<file path="config.mk">
export PLATFORM = sky130hd
export DESIGN_NAME = sonar_arbiter_flat
export DESIGN_NICKNAME = d
export VERILOG_FILES = /design/src/rtl/sonar_arbiter_if.sv /design/src/rtl/sonar_arbiter.sv /design/src/flat_wrapper.sv
export SDC_FILE = /design/constraint.sdc
export NUM_CORES = 1
export LEC_CHECK = 0
export CELL_PAD_IN_SITES_DETAIL_PLACEMENT = 1
export CELL_PAD_IN_SITES_GLOBAL_PLACEMENT = 2
export CORE_AREA = 2 2 127 129
export CTS_CLUSTER_SIZE = 40
export DETAILED_ROUTE_END_ITERATION = 8
export DIE_AREA = 0 0 129 131
export PLACE_DENSITY = 0.76
export SYNTH_ARGS = -nofsm -noshare
export SYNTH_HDL_FRONTEND = slang
export SYNTH_SLANG_ARGS = --single-unit
</file>
<file path="constraint.sdc">
create_clock -name clk -period 4.85 [get_ports clk]
set_input_delay 0.97 -clock clk [delete_from_list [all_inputs] [get_ports clk]]
set_output_delay 0.97 -clock clk [all_outputs]
set_load 0.05 [all_outputs]
</file>
<file path="src/rtl/sonar_arbiter_if.sv">
// sonar_arbiter_if: request/ack/result bundle shared by the two ranger clients
// and the sensor pins. The master side drives requests and the raw echo; the
// slave side is the arbiter.
interface sonar_arbiter_if;
  logic        req0;
  logic        req1;
  logic        ack0;
  logic        ack1;
  logic        valid0;
  logic        valid1;
  logic [31:0] distance;
  logic        timeout;
  logic        busy;
  logic        sonar_trig;
  logic        sonar_echo;

  modport master (
    output req0, req1, sonar_echo,
    input  ack0, ack1, valid0, valid1, distance, timeout, busy, sonar_trig
  );

  modport slave (
    input  req0, req1, sonar_echo,
    output ack0, ack1, valid0, valid1, distance, timeout, busy, sonar_trig
  );
endinterface

</file>
<file path="src/rtl/sonar_arbiter.sv">
// sonar_arbiter: two-port round-robin front end for a single HC-SR04-style
// ranger. It generates the trigger pulse, times the synchronised echo and
// returns the result only to the port that won the grant. After each
// measurement it enforces a quiet hold-off before the next trigger.
//
// Optional build macro SONAR_CM_EN: the result is converted to centimetres
// ((cycles * 23) >> 16 at 50 MHz). This costs one extra register stage in
// REPORT. When the macro is undefined, distance is raw clock cycles and no
// multiplier is built.
//
// state     | meaning
// ----------+------------------------------------------------------------
// IDLE      | arbitrate between req0/req1, pointer breaks ties
// TRIG      | sonar_trig high for TRIG_CYCLES, ack on the last high cycle
// WAIT_RISE | trigger released, waiting for the synced echo to rise
// MEASURE   | counting synced-echo-high cycles
// REPORT    | drive validN with distance/timeout to the owner
// HOLDOFF   | quiet time of HOLDOFF_CYCLES before returning to IDLE
module sonar_arbiter #(
  parameter int unsigned TRIG_CYCLES    = 500,
  parameter int unsigned ECHO_TIMEOUT   = 1900000,
  parameter int unsigned HOLDOFF_CYCLES = 3000000
) (
  input logic            clk,
  input logic            rst,
  sonar_arbiter_if.slave bus
);

  typedef enum logic [2:0] {
    IDLE      = 3'd0,
    TRIG      = 3'd1,
    WAIT_RISE = 3'd2,
    MEASURE   = 3'd3,
    REPORT    = 3'd4,
    HOLDOFF   = 3'd5
  } state_t;

  // The shared timer is a down-counter. Each phase loads it with its length
  // minus one, and the phase ends when it reaches zero.
  localparam logic [31:0] TRIG_LOAD  = 32'(TRIG_CYCLES - 1);
  localparam logic [31:0] ECHO_LOAD  = 32'(ECHO_TIMEOUT - 1);
  localparam logic [31:0] HOLD_LOAD  = 32'(HOLDOFF_CYCLES - 1);
  // A one-cycle trigger puts the ack on the same cycle as the grant.
  localparam logic        TRIG_SHORT = (TRIG_CYCLES <= 1);

  state_t      state;
  logic        owner;
  logic        prio;
  logic [31:0] tmr;
  logic [31:0] echo_cnt;
  logic        echo_meta;
  logic        echo_sync;

  logic        ack0_q;
  logic        ack1_q;
  logic        valid0_q;
  logic        valid1_q;
  logic [31:0] dist_q;
  logic        timeout_q;
  logic        busy_q;
  logic        trig_q;

  logic        grant_any;
  logic        grant_port;
  logic        tmr_tc;
  logic        meas_done;
  logic        meas_to;

`ifdef SONAR_CM_EN
  logic        cm_stage;
  logic [31:0] cm_cnt;
  logic        cm_to;
  logic [31:0] cm_dist;
`endif

  assign bus.ack0       = ack0_q;
  assign bus.ack1       = ack1_q;
  assign bus.valid0     = valid0_q;
  assign bus.valid1     = valid1_q;
  assign bus.distance   = dist_q;
  assign bus.timeout    = timeout_q;
  assign bus.busy       = busy_q;
  assign bus.sonar_trig = trig_q;

  assign tmr_tc = (tmr == 32'd0);

  // Two-flop synchroniser for the asynchronous echo pin
  always_ff @(posedge clk or posedge rst) begin
    if (rst) begin
      echo_meta <= 1'b0;
      echo_sync <= 1'b0;
    end else begin
      echo_meta <= bus.sonar_echo;
      echo_sync <= echo_meta;
    end
  end

  // Round-robin pick: a lone requester wins, on a tie the pointer decides
  always_comb begin
    grant_any  = bus.req0 | bus.req1;
    grant_port = (bus.req0 & bus.req1) ? prio : bus.req1;
  end

  // End-of-measurement detect. An echo fall on the timeout cycle still
  // counts as a normal reading, because the fall is checked first.
  always_comb begin
    meas_done = 1'b0;
    meas_to   = 1'b0;
    if (state == WAIT_RISE) begin
      if (tmr_tc) begin
        meas_done = 1'b1;
        meas_to   = 1'b1;
      end
    end else if (state == MEASURE) begin
      if (!echo_sync) begin
        meas_done = 1'b1;
      end else if (tmr_tc) begin
        meas_done = 1'b1;
        meas_to   = 1'b1;
      end
    end
  end

`ifdef SONAR_CM_EN
  // Cycles to centimetres at 50 MHz; the full product is kept before the shift
  always_comb begin
    cm_dist = 32'((64'(cm_cnt) * 64'd23) >> 16);
  end
`endif

  // Main sequencer: grant, trigger timing, echo timing, result hand-off, hold-off
  always_ff @(posedge clk or posedge rst) begin
    if (rst) begin
      state     <= IDLE;
      owner     <= 1'b0;
      prio      <= 1'b0;
      tmr       <= '0;
      echo_cnt  <= '0;
      ack0_q    <= 1'b0;
      ack1_q    <= 1'b0;
      valid0_q  <= 1'b0;
      valid1_q  <= 1'b0;
      dist_q    <= '0;
      timeout_q <= 1'b0;
      busy_q    <= 1'b0;
      trig_q    <= 1'b0;
`ifdef SONAR_CM_EN
      cm_stage  <= 1'b0;
      cm_cnt    <= '0;
      cm_to     <= 1'b0;
`endif
    end else begin
      ack0_q   <= 1'b0;
      ack1_q   <= 1'b0;
      valid0_q <= 1'b0;
      valid1_q <= 1'b0;

      unique case (state)
        IDLE: begin
          if (grant_any) begin
            owner  <= grant_port;
            prio   <= ~grant_port;
            tmr    <= TRIG_LOAD;
            trig_q <= 1'b1;
            busy_q <= 1'b1;
            ack0_q <= TRIG_SHORT & ~grant_port;
            ack1_q <= TRIG_SHORT & grant_port;
            state  <= TRIG;
          end
        end

        TRIG: begin
          if (tmr_tc) begin
            trig_q   <= 1'b0;
            tmr      <= ECHO_LOAD;
            echo_cnt <= '0;
            state    <= WAIT_RISE;
          end else begin
            tmr <= tmr - 32'd1;
            if (tmr == 32'd1) begin
              ack0_q <= ~owner;
              ack1_q <= owner;
            end
          end
        end

        WAIT_RISE, MEASURE: begin
          if (meas_done) begin
            state <= REPORT;
`ifdef SONAR_CM_EN
            cm_stage <= 1'b1;
            cm_cnt   <= echo_cnt;
            cm_to    <= meas_to;
`else
            dist_q    <= meas_to ? '1 : echo_cnt;
            timeout_q <= meas_to;
            valid0_q  <= ~owner;
            valid1_q  <= owner;
`endif
          end else begin
            tmr <= tmr - 32'd1;
            if (state == WAIT_RISE) begin
              if (echo_sync) begin
                echo_cnt <= 32'd1;
                state    <= MEASURE;
              end
            end else if (echo_cnt != '1) begin
              echo_cnt <= echo_cnt + 32'd1;
            end
          end
        end

        REPORT: begin
`ifdef SONAR_CM_EN
          if (cm_stage) begin
            cm_stage  <= 1'b0;
            dist_q    <= cm_to ? '1 : cm_dist;
            timeout_q <= cm_to;
            valid0_q  <= ~owner;
            valid1_q  <= owner;
          end else begin
            tmr   <= HOLD_LOAD;
            state <= HOLDOFF;
          end
`else
          tmr   <= HOLD_LOAD;
          state <= HOLDOFF;
`endif
        end

        HOLDOFF: begin
          if (tmr_tc) begin
            busy_q <= 1'b0;
            state  <= IDLE;
          end else begin
            tmr <= tmr - 32'd1;
          end
        end

        default: begin
          trig_q <= 1'b0;
          busy_q <= 1'b0;
          state  <= IDLE;
        end
      endcase
    end
  end

endmodule

</file>
<file path="src/flat_wrapper.sv">
// flat-port wrapper written by rule: the top's interface ports become plain ports
module sonar_arbiter_flat 
#(
  parameter int unsigned TRIG_CYCLES    = 500,
  parameter int unsigned ECHO_TIMEOUT   = 1900000,
  parameter int unsigned HOLDOFF_CYCLES = 3000000
)
  (clk, rst, bus_req0, bus_req1, bus_sonar_echo, bus_ack0, bus_ack1, bus_valid0, bus_valid1, bus_distance, bus_timeout, bus_busy, bus_sonar_trig);
  sonar_arbiter_if bus_i ();
  input logic clk;
  input logic rst;
  input wire logic [$bits(bus_i.req0)-1:0] bus_req0;
  input wire logic [$bits(bus_i.req1)-1:0] bus_req1;
  input wire logic [$bits(bus_i.sonar_echo)-1:0] bus_sonar_echo;
  output wire logic [$bits(bus_i.ack0)-1:0] bus_ack0;
  output wire logic [$bits(bus_i.ack1)-1:0] bus_ack1;
  output wire logic [$bits(bus_i.valid0)-1:0] bus_valid0;
  output wire logic [$bits(bus_i.valid1)-1:0] bus_valid1;
  output wire logic [$bits(bus_i.distance)-1:0] bus_distance;
  output wire logic [$bits(bus_i.timeout)-1:0] bus_timeout;
  output wire logic [$bits(bus_i.busy)-1:0] bus_busy;
  output wire logic [$bits(bus_i.sonar_trig)-1:0] bus_sonar_trig;
  assign bus_i.req0 = bus_req0;
  assign bus_i.req1 = bus_req1;
  assign bus_i.sonar_echo = bus_sonar_echo;
  assign bus_ack0 = bus_i.ack0;
  assign bus_ack1 = bus_i.ack1;
  assign bus_valid0 = bus_i.valid0;
  assign bus_valid1 = bus_i.valid1;
  assign bus_distance = bus_i.distance;
  assign bus_timeout = bus_i.timeout;
  assign bus_busy = bus_i.busy;
  assign bus_sonar_trig = bus_i.sonar_trig;
  sonar_arbiter #(.TRIG_CYCLES(TRIG_CYCLES), .ECHO_TIMEOUT(ECHO_TIMEOUT), .HOLDOFF_CYCLES(HOLDOFF_CYCLES)) u_core (.clk(clk), .rst(rst), .bus(bus_i));
endmodule
</file>
==> run metrics <==
DR vias 4954; actual slew at the worst max-slew pin 0.956 ns; FF+latch count, synth 110; Slew HR 36.3%; FFs w/ async S/R, synth 100%; wire length per cell 19.4 um; non-filler instance count after layout 840; Root Driver clkbuf_16; Sink Count 110; clock skew 0.0116 ns; # fillers 1777; total gr overflow 0; crit path capture type register; placed cells 824; largest net degree at the start of global routing 73; post-synth top area cell dfrtp_1; deepest clock path buffer count 2; initial DRC count 242; Hold Vio Cnt, Final 0; setup TNS 0 ns; Worst Path Arrival 3.63 ns; post-synthesis cell count 590; pwr dens 296 mW/mm^2; post-synth cell types 55; die area 0.0169 mm^2; Worst EP required 5.10 ns; Yosys top cell area share 48.4%; RSZ-0062 raised after global routing false; Antenna Nets Post-Route 0; most instantiated library cell after synthesis dfrtp_1; Final nets 628; core area 0.0156 mm^2; CTS tree done; multi-input logic area 0.00269 mm^2; Port Buffers 43; worst hold path type register to register; final WL 16.3 mm; Vias/cell 5.90; Register Area 0.00275 mm^2; Commonest cells post-synth dfrtp_1 (110), nor2_1 (54), o31ai_1 (51); synth top area cells dfrtp_1 (48%), o31ai_1 (6.7%), o22a_1 (6.0%); # IOs 44; cts bufs inserted 9; post-cts sizing count 0; max cap viols 0; antenna violations before repair 0; share of layout cells above drive strength 1 7.37%; clk_lat worst skew 0.36 ns; die height 131 um; Post-synth EDFFs 0; worst vdd ir 0.149 mV; crit path max fanout 17; GP Congestion 0.846; Core Rows 46; sequential share of the synthesized area 48.4%; final period utilization 69.7%; top_reg_cell synth dfrtp_1; worst hold slack 0.356 ns; Synth Warn # 0; Tot GR Track Use 20.7%; minimum clock period 3.38 ns; Initial DRT Pass Iterations 4; Max Clock Freq 296 MHz; type of origin of the critical path register; Clock transition at path regs 0.08 ns; hold buffers post-CTS 0; Avg Cell Area, Syn 9.64 um^2; initial core utilization 36.5%; syn_nets 599; Post-Syn Area 0.00569 mm^2; utilization after layout 42.1%; status completed; area grow syn2layout 15.6%; post-DP HPWL 11.2 mm; vias in the first global route 5090; Slew Viols, Final 0; final setup vio count 0; H-tree depth 3; n_diodes 0; worst setup path class register to register; first-pass GRT wire length 27.7 mm; Post-CTS Repair Setup Buffers 0; Static Leakage 2.66 nW; DR DRC count 0; Die Wd 129 um
-- sequential cells by signal (all words and copies together), names as in the netlist, 3 cells and up --
name	flops
u_core.echo_cnt	32
u_core.bus.distance	32
u_core.state	3
u_core.tmr	32
-- layout make-up --
type                            count  area share (%)
Clock buffer                        9            3.43
Clock inverter                      7           0.895
Inverter                           15           0.895
Multi-Input combinational cell    428            40.9
Sequential cell                   110            41.9
Tap cell                          216            4.11
Timing Repair Buffer               55            7.92
-- placed cells by master, fill, tap and decap left out, types with 9 or more instances in the layout --
cell type / count
o31ai_1: 51
and3_1: 10
o22a_1: 39
clkdlybuf4s50_1: 43
nor3_1: 25
nand4_1: 13
a21oi_1: 27
o21ai_0: 27
o21ai_1: 9
nor2_1: 54
a31oi_1: 11
nand2_1: 29
clkbuf_16: 9
buf_4: 12
nand3_1: 23
o41ai_1: 9
nor4_1: 12
inv_1: 14
dfrtp_1: 110
-- critical path, cell delays in order, from the launching register on --
cell and delay [ns]:
dfrtp_1 0.62, nor2b_1 0.41, nand2_1 0.46, inv_1 0.29, nand4_1 0.76, buf_4 0.47, o41ai_1 0.24
-- per-layer routing --
metal | share of wire (%) | global-route usage (%) | wire length (um) | vias up
met5 | 0 | 0 | 0 | -
met4 | 1.2 | 6.07 | 199 | 0
met3 | 2.4 | 2.61 | 387 | 14
met2 | 47 | 33.0 | 7700 | 61
met1 | 49 | 29.6 | 8030 | 2544
li1 | - | - | - | 2335
-- stage by stage --
stage	setup slack, ns	total power [mW]	cell area (um^2)
2_1_floorplan	0.978	1.17	5690
6_report	1.47	1.94	6570
4_1_cts	1.43	1.97	6570
3_5_place_dp	1.45	1.24	6290
3_3_place_gp	1.42	1.23	6290
5_1_grt	1.12	2.04	6570
-- where the power goes --
part,switching (mW),total (mW),internal (mW),leakage (nW)
clock,0.368,0.725,0.356,0.138
combinational,0.121,0.204,0.0828,1.05
sequential,0.0508,1.01,0.963,1.48
-- kinds of logic (layout without fill, tap and decap cells) --
logic type | after synthesis | after routing | share of synthesized area (%)
fa+ha+maj | 4 | 4 | 0.880
mux | 1 | 1 | 0.198
buf+inv | 52 | 86 | 4.51
simple gates | 213 | 213 | 19.6
flops | 110 | 110 | 48.4
compound gates | 210 | 210 | 26.4
-- final timing paths --
check | to | startpoint | depth (start not counted) | slack [ns]
max in group asynchronous | u_core.echo_cnt[7]$_DFFE_PP0P_ | rst | 3 | 2.83
worst max-delay path | u_core.echo_cnt[8]$_DFFE_PP0P_ | u_core.state[1]$_DFFE_PP0P_ | 6 | 1.47
worst max register to register | u_core.echo_cnt[8]$_DFFE_PP0P_ | u_core.state[1]$_DFFE_PP0P_ | 6 | 1.47
worst min-delay path | u_core.echo_sync$_DFF_PP0_ | u_core.echo_meta$_DFF_PP0_ | 0 | 0.36
min in group asynchronous | u_core.bus.distance[22]$_DFFE_PP0P_ | rst | 2 | 1.17
worst min register to register | u_core.echo_sync$_DFF_PP0_ | u_core.echo_meta$_DFF_PP0_ | 0 | 0.36
Note: power is estimated with default switching activity, not from simulation.
